[config.mk]
export PLATFORM = sky130hd
export DESIGN_NAME = regbank_write_arbiter_flat
export DESIGN_NICKNAME = d
export VERILOG_FILES = /design/src/rtl/regbank_write_arbiter_pkg.sv /design/src/rtl/regbank_write_arbiter_if.sv /design/src/rtl/regbank_write_arbiter_rr_pick.sv /design/src/rtl/regbank_write_arbiter.sv /design/src/flat_wrapper.sv
export SDC_FILE = /design/constraint.sdc
export NUM_CORES = 1
export LEC_CHECK = 0
export ABC_CLOCK_PERIOD_IN_PS = 5130
export BUFFER_PORTS_ARGS = -buffer_cell sky130_fd_sc_hd__buf_2
export CORE_ASPECT_RATIO = 1.1
export CORE_MARGIN = 2
export CORE_UTILIZATION = 52
export CTS_CLUSTER_DIAMETER = 30
export DETAILED_ROUTE_END_ITERATION = 12
export PLACE_DENSITY = 0.94
export SLEW_MARGIN = 20
export SYNTH_ARGS = -nofsm -noshare
export SYNTH_HDL_FRONTEND = slang
export SYNTH_SLANG_ARGS = --single-unit
[constraint.sdc]
create_clock -name clk -period 5.13 [get_ports clk]
set_input_delay 1.026 -clock clk [delete_from_list [all_inputs] [get_ports clk]]
set_output_delay 1.026 -clock clk [all_outputs]
set_load 0.01 [all_outputs]
[src/rtl/regbank_write_arbiter_pkg.sv]
// rtl/regbank_write_arbiter_pkg.sv - shared state encodings, width defaults and pointer helper
package regbank_write_arbiter_pkg;

  localparam logic [1:0] ST_IDLE  = 2'd0;
  localparam logic [1:0] ST_GRANT = 2'd1;
  localparam logic [1:0] ST_LOCK  = 2'd2;

  localparam int AW_DEF = 4;
  localparam int DW_DEF = 16;

  function automatic int wrap_inc(input int idx, input int n);
    return (idx + 1 >= n) ? 0 : idx + 1;
  endfunction

endpackage

[src/rtl/regbank_write_arbiter_if.sv]
// rtl/regbank_write_arbiter_if.sv - requester-side and Regbank write-port bundle
interface regbank_write_arbiter_if
  import regbank_write_arbiter_pkg::*;
#(
  parameter int NUM_REQ = 3,
  parameter int AW      = AW_DEF,
  parameter int DW      = DW_DEF
) ();

  logic [NUM_REQ-1:0]    req;
  logic [NUM_REQ-1:0]    lock;
  logic [NUM_REQ*AW-1:0] req_addr;
  logic [NUM_REQ*DW-1:0] req_data;
  logic [NUM_REQ-1:0]    gnt;
  logic                  err;
  logic                  wr_en;
  logic [AW-1:0]         wr_addr;
  logic [DW-1:0]         wr_data;

  modport master (
    output req, lock, req_addr, req_data,
    input  gnt, err, wr_en, wr_addr, wr_data
  );

  modport slave (
    input  req, lock, req_addr, req_data,
    output gnt, err, wr_en, wr_addr, wr_data
  );

endinterface

[src/rtl/regbank_write_arbiter_rr_pick.sv]
// rtl/regbank_write_arbiter_rr_pick.sv - combinational rotate-priority picker
module regbank_write_arbiter_rr_pick #(
  parameter int N  = 3,
  parameter int PW = 2
) (
  input  logic [N-1:0]  req,
  input  logic [N-1:0]  mask,
  input  logic [PW-1:0] ptr,
  output logic [N-1:0]  onehot,
  output logic [PW-1:0] idx,
  output logic          found
);

  always_comb begin
    int pos;
    pos    = 0;
    onehot = '0;
    idx    = '0;
    found  = 1'b0;
    for (int k = 0; k < N; k++) begin
      pos = int'(ptr) + k;
      if (pos >= N) pos = pos - N;
      if (!found && req[pos] && !mask[pos]) begin
        found       = 1'b1;
        idx         = PW'(pos);
        onehot[pos] = 1'b1;
      end
    end
  end

endmodule

[src/rtl/regbank_write_arbiter.sv]
// rtl/regbank_write_arbiter.sv - round-robin owner of the Regbank write port with bounded burst lock
module regbank_write_arbiter
  import regbank_write_arbiter_pkg::*;
#(
  parameter int NUM_REQ    = 3,
  parameter int AW         = AW_DEF,
  parameter int DW         = DW_DEF,
  parameter int LOCK_MAX   = 4,
  parameter int PROTECT_R0 = 1
) (
  input logic                  clk,
  input logic                  rst,
  regbank_write_arbiter_if.slave bus
);

  localparam int PW = (NUM_REQ > 1) ? $clog2(NUM_REQ) : 1;
  localparam int CW = $clog2(LOCK_MAX + 1);

  logic [1:0]         state;
  logic [PW-1:0]      rr_ptr;
  logic [PW-1:0]      owner;
  logic [CW-1:0]      lock_cnt;
  logic [NUM_REQ-1:0] gnt_q;
  logic               err_q;
  logic               wr_en_q;
  logic [AW-1:0]      wr_addr_q;
  logic [DW-1:0]      wr_data_q;

  logic [NUM_REQ-1:0] pick_oh;
  logic [PW-1:0]      pick_idx;
  logic               pick_found;
  logic               keep;
  logic               win;
  logic [PW-1:0]      win_idx;
  logic [NUM_REQ-1:0] win_oh;
  logic [AW-1:0]      sel_addr;
  logic [DW-1:0]      sel_data;
  logic               protect;

  // The current grant holder is always masked; only a continuing lock bypasses the picker.
  regbank_write_arbiter_rr_pick #(.N(NUM_REQ), .PW(PW)) u_pick (
    .req    (bus.req),
    .mask   (gnt_q),
    .ptr    (rr_ptr),
    .onehot (pick_oh),
    .idx    (pick_idx),
    .found  (pick_found)
  );

  assign keep     = (state == ST_LOCK) && bus.req[owner] && bus.lock[owner]
                    && (lock_cnt < CW'(LOCK_MAX));
  assign win      = keep || pick_found;
  assign win_idx  = keep ? owner : pick_idx;
  assign win_oh   = keep ? (NUM_REQ'(1) << owner) : pick_oh;
  assign sel_addr = bus.req_addr[win_idx*AW +: AW];
  assign sel_data = bus.req_data[win_idx*DW +: DW];
  assign protect  = (PROTECT_R0 != 0) && (sel_addr == '0);

  always_ff @(posedge clk) begin
    if (rst) begin
      state     <= ST_IDLE;
      rr_ptr    <= '0;
      owner     <= '0;
      lock_cnt  <= '0;
      gnt_q     <= '0;
      err_q     <= 1'b0;
      wr_en_q   <= 1'b0;
      wr_addr_q <= '0;
      wr_data_q <= '0;
    end else if (win) begin
      gnt_q     <= win_oh;
      wr_addr_q <= sel_addr;
      wr_data_q <= sel_data;
      wr_en_q   <= !protect;
      err_q     <= protect;
      owner     <= win_idx;
      rr_ptr    <= PW'(wrap_inc(int'(win_idx), NUM_REQ));
      if (keep) begin
        lock_cnt <= lock_cnt + CW'(1);
      end else if (bus.lock[pick_idx]) begin
        state    <= ST_LOCK;
        lock_cnt <= CW'(1);
      end else begin
        state    <= ST_GRANT;
        lock_cnt <= '0;
      end
    end else begin
      state    <= ST_IDLE;
      lock_cnt <= '0;
      gnt_q    <= '0;
      err_q    <= 1'b0;
      wr_en_q  <= 1'b0;
    end
  end

  assign bus.gnt     = gnt_q;
  assign bus.err     = err_q;
  assign bus.wr_en   = wr_en_q;
  assign bus.wr_addr = wr_addr_q;
  assign bus.wr_data = wr_data_q;

endmodule

[src/flat_wrapper.sv]
// flat-port wrapper written by rule: the top's interface ports become plain ports
module regbank_write_arbiter_flat import regbank_write_arbiter_pkg::*;
#(
  parameter int NUM_REQ    = 3,
  parameter int AW         = AW_DEF,
  parameter int DW         = DW_DEF,
  parameter int LOCK_MAX   = 4,
  parameter int PROTECT_R0 = 1
)
  (clk, rst, bus_req, bus_lock, bus_req_addr, bus_req_data, bus_gnt, bus_err, bus_wr_en, bus_wr_addr, bus_wr_data);
  regbank_write_arbiter_if #(.NUM_REQ(NUM_REQ), .AW(AW), .DW(DW)) bus_i ();
  input logic clk;
  input logic rst;
  input wire logic [$bits(bus_i.req)-1:0] bus_req;
  input wire logic [$bits(bus_i.lock)-1:0] bus_lock;
  input wire logic [$bits(bus_i.req_addr)-1:0] bus_req_addr;
  input wire logic [$bits(bus_i.req_data)-1:0] bus_req_data;
  output wire logic [$bits(bus_i.gnt)-1:0] bus_gnt;
  output wire logic [$bits(bus_i.err)-1:0] bus_err;
  output wire logic [$bits(bus_i.wr_en)-1:0] bus_wr_en;
  output wire logic [$bits(bus_i.wr_addr)-1:0] bus_wr_addr;
  output wire logic [$bits(bus_i.wr_data)-1:0] bus_wr_data;
  assign bus_i.req = bus_req;
  assign bus_i.lock = bus_lock;
  assign bus_i.req_addr = bus_req_addr;
  assign bus_i.req_data = bus_req_data;
  assign bus_gnt = bus_i.gnt;
  assign bus_err = bus_i.err;
  assign bus_wr_en = bus_i.wr_en;
  assign bus_wr_addr = bus_i.wr_addr;
  assign bus_wr_data = bus_i.wr_data;
  regbank_write_arbiter #(.NUM_REQ(NUM_REQ), .AW(AW), .DW(DW), .LOCK_MAX(LOCK_MAX), .PROTECT_R0(PROTECT_R0)) u_core (.clk(clk), .rst(rst), .bus(bus_i));
endmodule
==> results.sh, run 1 <==
export IMPL_fmax_mhz=336
export IMPL_synth_area_leader_cell="dfxtp_1"
export IMPL_finClkSkew_ns=0.00775
export IMPL_finish_utilization=0.685
export IMPL_crit_required_ns=5.29
export IMPL_port_buffers=92
export IMPL_dpl_cell_area_um2=2660
export IMPL_die_w_um=66.3
export IMPL_chipHeight_um=72.6
export IMPL_crit_start="u_core.rr_ptr[1]"
export IMPL_wire_per_inst_um=15.8
export IMPL_antenna_found_initial=0
export IMPL_status="complete, no violations"
export IMPL_setup_viol=0
export IMPL_rsz0062_at_grt="no"
export IMPL_area_growth_syn_to_layout_pct=23.9
export IMPL_ys_ff_latch=34
export IMPL_endpoint_kind="flip-flop"
export IMPL_post_dp_hpwl_mm=4.52
export IMPL_synth_cell_type_count=59
export IMPL_grt_total_usage=0.246
export IMPL_finalHoldViolations=0
export IMPL_fp_row_count=24
export IMPL_cts_tree="done"
export IMPL_drt_pass1_iterations=4
export IMPL_cts_root_buf="clkbuf_8"
export IMPL_clk_pin_slew_ns=0.08
export IMPL_yosysTopAreaCellShare=0.306
export IMPL_postSynthAreaPerCell_um2=9.42
export IMPL_rrSetupSlack_ns=2.15
export IMPL_place_gp_congestion=0.914
export IMPL_crit_end="u_core.bus.wr_addr[2]"
export IMPL_cts_resized_gates=0
export IMPL_grt_pass1_vias=2148
export IMPL_drive_gt1_frac=0.430
export IMPL_cts_sinks=34
export IMPL_cts_path_max_buffers=2
export IMPL_p_per_area_nw_per_um2=614
export IMPL_dieArea_um2=4820
export IMPL_num_vias=2173
export IMPL_antenna_cells=0
export IMPL_fin_ws_ns=2.15
export IMPL_critPathLaunchType="flip-flop"
export IMPL_worstPathArrival_ns=3.14
export IMPL_drv_cap=0
export IMPL_drtAntennaViolNets=0
export IMPL_viasPerCell=5.79
export IMPL_fin_area_um2=2760
export IMPL_worst_slew_pin_slew_ns=0.927
export IMPL_slew_violations=0
export IMPL_cp_max_fo=23
export IMPL_grt_overflow_total=0
export IMPL_grt_max_degree=24
export IMPL_crit_reg2reg_launch="u_core.rr_ptr[1]"
export IMPL_pre_cts_slack_ns=1.60
export IMPL_start_util=0.553
export IMPL_vdd_drop_max_uv=310
export IMPL_fin_crit_ns=2.98
export IMPL_routed_wl_mm=5.92
export IMPL_period_share=0.581
export IMPL_ctsHoldBuffers=0
export IMPL_setup_tns_ns=0
export IMPL_synthCells=236
export IMPL_power_mw=1.69
export IMPL_clk_latency_ns=0.29
export IMPL_numCtsBuffers=5
export IMPL_ios=93
export IMPL_grt_pass1_wl_mm=9.28
export IMPL_h_tree_depth=2
export IMPL_post_cts_buffers=0
export IMPL_layout_nets=395
export IMPL_path_class="reg -> reg"
export IMPL_synth_area_leaders="dfxtp_1, o221ai_2, mux2i_1"
export IMPL_yosysWarnings=0
export IMPL_reg2reg_depth=8
export IMPL_ys_seq_area_frac=0.306
export IMPL_first_iter_violations=205
export IMPL_timing_rr_end="u_core.bus.wr_addr[2]"
export IMPL_p_leak_nw=1.34
export IMPL_syn_cell_area_um2=2220
export IMPL_slew_headroom=0.380
export IMPL_hp_class="reg -> reg"
export IMPL_synth_nets=309
export IMPL_drc_errors=0
export IMPL_core_um2=4020
-- flip-flops by register name, indices dropped and copies added, names as in the netlist --
register,flops
u_core.bus.err,1
u_core.bus.gnt,3
u_core.bus.wr_addr,4
u_core.bus.wr_data,16
u_core.bus.wr_en,1
u_core.lock_cnt,3
u_core.owner,2
u_core.rr_ptr,2
u_core.state,2
-- where the power goes --
| group | internal [mW] | total [mW] | switching, mW |
|---|---|---|---|
| Clock | 0.108 | 0.208 | 0.0996 |
| Sequential | 0.370 | 0.433 | 0.0629 |
| Combinational | 0.455 | 1.05 | 0.595 |
| Total | 0.933 | 1.69 | 0.758 |
-- stage by stage --
step                      cells  hold WS, ns
after floorplan             236        0.424
after global placement      367        0.447
after detailed placement    367        0.449
after CTS                   375        0.470
after global routing        375        0.494
final                       375        0.468
-- per-layer routing --
metal / global-route usage / vias to the layer above / routed length [µm]
li1: - / 1036 / -
met1: 0.271 / 1013 / 2300
met2: 0.441 / 104 / 3090
met3: 0.0586 / 20 / 342
met4: 0.118 / 0 / 195
met5: 0 / - / 0
-- cells in the final DEF (no fill, tap or decap), types with 6 or more instances in the layout --
cell type	Yosys	layout
buf_2	4	92
nor2_1	10	10
mux2i_1	21	21
nand2_1	26	26
inv_1	24	24
a21oi_1	9	9
dfxtp_1	34	34
o21ai_0	7	7
o221ai_2	20	20
clkbuf_8	0	6
-- worst min-delay path by stage --
stage / from / to / depth (start not counted)
global placement: u_core.bus.wr_data[2] / u_core.bus.wr_data[2] / 2
CTS: u_core.bus.wr_addr[0] / u_core.bus.wr_addr[0] / 2
global route: u_core.bus.wr_data[14] / u_core.bus.wr_data[14] / 2
floorplan: u_core.lock_cnt[0] / u_core.lock_cnt[0] / 1
finish: u_core.bus.wr_data[14] / u_core.bus.wr_data[14] / 2
detailed placement: u_core.bus.wr_data[4] / u_core.bus.wr_data[4] / 2
-- final cells by class --
cell class	instances	area, µm²
timing repair buffer	92	460
fill	321	1270
multi-input combinational	164	1360
inverter	25	93.8
sequential	34	681
clock buffer	7	86.3
clock inverter	1	5.00
tap	52	65.1
-- cell usage after synthesis, drive strengths merged --
cell type / number
nor3b: 4
and3: 1
nand3b: 3
nand4bb: 1
o311ai: 1
a21boi: 1
a211oi: 3
nand2: 26
and4b: 1
o2111ai: 2
o21a: 1
a21o: 2
a21oi: 10
nor4: 3
mux2i: 21
nor3: 3
nand4b: 1
o211ai: 1
a2111oi: 1
a31o: 2
a32o: 1
ha: 5
and2b: 1
buf: 12
and4bb: 1
a31oi: 3
o31ai: 1
nand3: 3
nand2b: 5
nor2: 11
or3: 3
or2b: 1
or3b: 1
and4: 1
o221ai: 21
clkbuf: 1
nor2b: 2
o21ai: 11
dfxtp: 34
inv: 25
and2: 4
or2: 1
-- critical path: stages (launching register included) --
cell	delay, ns
dfxtp_1	0.38
inv_1	0.08
ha_1	0.33
or3b_4	0.47
nand4b_1	0.18
a31oi_2	0.19
o21ai_4	0.76
mux2i_1	0.33
o221ai_2	0.12
-- logic make-up (layout without fill, tap and decap cells) --
kind of cell	after synthesis	after routing	share of synthesized area
compound gates	61	61	0.284
fa+ha+maj	5	5	0.0281
buf+inv	38	125	0.0867
flops	34	34	0.306
mux	21	21	0.0945
simple gates	77	77	0.201
(Power assumes the default switching activity.)
==> inputs of run 2 (changes only) <==
--- a/config.mk
+++ b/config.mk
@@ -5,14 +5,14 @@
 export SDC_FILE = /design/constraint.sdc
 export NUM_CORES = 1
 export LEC_CHECK = 0
-export ABC_CLOCK_PERIOD_IN_PS = 5130
+export ABC_CLOCK_PERIOD_IN_PS = 2900
 export BUFFER_PORTS_ARGS = -buffer_cell sky130_fd_sc_hd__buf_2
 export CORE_ASPECT_RATIO = 1.1
 export CORE_MARGIN = 2
-export CORE_UTILIZATION = 52
+export CORE_UTILIZATION = 48
 export CTS_CLUSTER_DIAMETER = 30
 export DETAILED_ROUTE_END_ITERATION = 12
-export PLACE_DENSITY = 0.94
+export PLACE_DENSITY = 0.88
 export SLEW_MARGIN = 20
 export SYNTH_ARGS = -nofsm -noshare
 export SYNTH_HDL_FRONTEND = slang
==> constraint.sdc (replaced) <==
create_clock -name clk -period 2.9 [get_ports clk]
set_input_delay 0.58 -clock clk [delete_from_list [all_inputs] [get_ports clk]]
set_output_delay 0.58 -clock clk [all_outputs]
set_load 0.01 [all_outputs]
==> run 2 against run 1 <==
Core utilization fell by 4.7 points. First-iteration DRC count decreased by 41%. Flip-flop and latch count unchanged. Critical path depth shrank 1. Via count down 2.1%. Total power grew 79%. Final cell count up 1.6%. Non-clock buffer count rose by 4. Clock skew down 0.00076 ns. Critical path type unchanged.
==> results.sh, run 2 (synthesis results as in run 1) <==
export IMPL_status="complete, no violations"
export IMPL_endpoint_kind="flip-flop"
export IMPL_fp_row_count=25
export IMPL_ios=93
export IMPL_multi_input_area_um2=1360
export IMPL_antenna_cells=0
export IMPL_antenna_found_initial=0
export IMPL_p_leak_nw=1.36
export IMPL_timing_rr_end="u_core.bus.wr_data[15]"
export IMPL_seq_area_um2=681
export IMPL_drv_cap=0
export IMPL_cp_max_fo=21
export IMPL_rrSetupSlack_ns=0.31
export IMPL_drive_gt1_frac=0.434
export IMPL_cts_root_buf="clkbuf_8"
export IMPL_grt_max_degree=24
export IMPL_hold_end="u_core.lock_cnt[0]"
export IMPL_drc_errors=0
export IMPL_post_cts_buffers=0
export IMPL_drt_pass1_iterations=4
export IMPL_fillerInstances=371
export IMPL_grt_total_usage=0.224
export IMPL_dieArea_um2=5190
export IMPL_port_buffers=92
export IMPL_first_iter_violations=120
export IMPL_p_per_area_nw_per_um2=1080
export IMPL_grt_pass1_vias=1950
export IMPL_finClkSkew_ns=0.00699
export IMPL_cts_tree="done"
export IMPL_die_w_um=68.9
export IMPL_cts_resized_gates=0
export IMPL_rsz0062_at_grt="no"
export IMPL_post_dp_hpwl_mm=4.23
export IMPL_routed_wl_mm=5.61
export IMPL_grt_overflow_total=0
export IMPL_worstPathArrival_ns=2.75
export IMPL_fmax_mhz=387
export IMPL_grt_pass1_wl_mm=8.74
export IMPL_viasPerCell=5.59
export IMPL_crit_required_ns=3.06
export IMPL_clk_pin_slew_ns=0.06
export IMPL_period_share=0.892
export IMPL_crit_reg2reg_launch="u_core.rr_ptr[0]"
export IMPL_reg2reg_depth=7
export IMPL_setup_viol=0
export IMPL_layout_nets=399
export IMPL_min_delay_start="u_core.lock_cnt[0]"
export IMPL_chipHeight_um=75.4
export IMPL_hold_path_depth=1
export IMPL_hold_worst_slack_ns=0.463
export IMPL_ctsHoldBuffers=0
export IMPL_critPathLaunchType="flip-flop"
export IMPL_worst_slew_pin_slew_ns=0.461
export IMPL_layout_common_cells="buf_2, dfxtp_1, nand2_1, inv_1, mux2i_1"
export IMPL_start_util=0.508
export IMPL_setup_tns_ns=0
export IMPL_slew_headroom=0.692
export IMPL_h_tree_depth=2
export IMPL_vdd_drop_max_uv=488
export IMPL_fin_crit_ns=2.59
export IMPL_finalHoldViolations=0
export IMPL_power_mw=3.02
export IMPL_slew_violations=0
export IMPL_num_vias=2128
export IMPL_core_um2=4380
export IMPL_drtAntennaViolNets=0
export IMPL_place_gp_congestion=0.890
export IMPL_area_growth_syn_to_layout_pct=25.5
export IMPL_largest_register_ffs=16
export IMPL_hp_class="reg -> reg"
export IMPL_numCtsBuffers=5
export IMPL_clk_latency_ns=0.29
export IMPL_cts_path_max_buffers=2
export IMPL_path_class="reg -> reg"
export IMPL_layout_commonest_cell="buf_2"
export IMPL_cts_sinks=34
export IMPL_wire_per_inst_um=14.7
==> run 2: cell type report <==
cell class / instances / area share
clock buffer: 7 / 0.0309
clock inverter: 1 / 0.00179
multi-input combinational: 164 / 0.485
tap: 54 / 0.0242
sequential: 34 / 0.244
timing repair buffer: 96 / 0.180
inverter: 25 / 0.0336
==> run 2: report_power, final <==
group          internal [mW]  total [mW]  switching (mW)
combinational          0.850        1.90            1.05
sequential             0.655       0.759           0.104
clock                  0.191       0.363           0.171
==> run 2: worst max-delay path by stage <==
stage               slack, ns             start                      to  cells after the start
detailed placement       0.32  u_core.rr_ptr[0]  u_core.bus.wr_data[15]                      7
finish                   0.31  u_core.rr_ptr[0]  u_core.bus.wr_data[15]                      7
global route             0.13  u_core.rr_ptr[0]   u_core.bus.wr_data[3]                      7
floorplan                0.71  u_core.rr_ptr[0]   u_core.bus.wr_addr[1]                     10
global placement         0.39  u_core.rr_ptr[0]   u_core.bus.wr_data[3]                      7
CTS                      0.30  u_core.rr_ptr[0]   u_core.bus.wr_data[3]                      7
==> run 2: metal layers <==
layer  part of all wire  vias up  global-route usage
met4              0.026        0              0.0893
met5                  0        -                   0
li1                   -     1035                   -
met2               0.51       83               0.386
met1               0.40      995               0.265
met3              0.064       15              0.0591
==> run 2: worst max-delay path, cell delays in order (launching register included) <==
cell and delay [ns]:
dfxtp_1 0.33, inv_1 0.10, ha_1 0.40, nand3b_1 0.26
or3_4 0.48, a31oi_4 0.30, nand2b_4 0.43, o221ai_2 0.15
==> run 2: stage by stage <==
stage	instance area, µm²	util	setup WS [ns]	cells
after floorplan	2220	-	0.706	236
after global placement	2700	0.617	0.393	373
after detailed placement	2700	0.617	0.317	373
after CTS	2790	0.637	0.298	381
after global routing	2790	0.637	0.133	381
final	2790	0.637	0.314	381
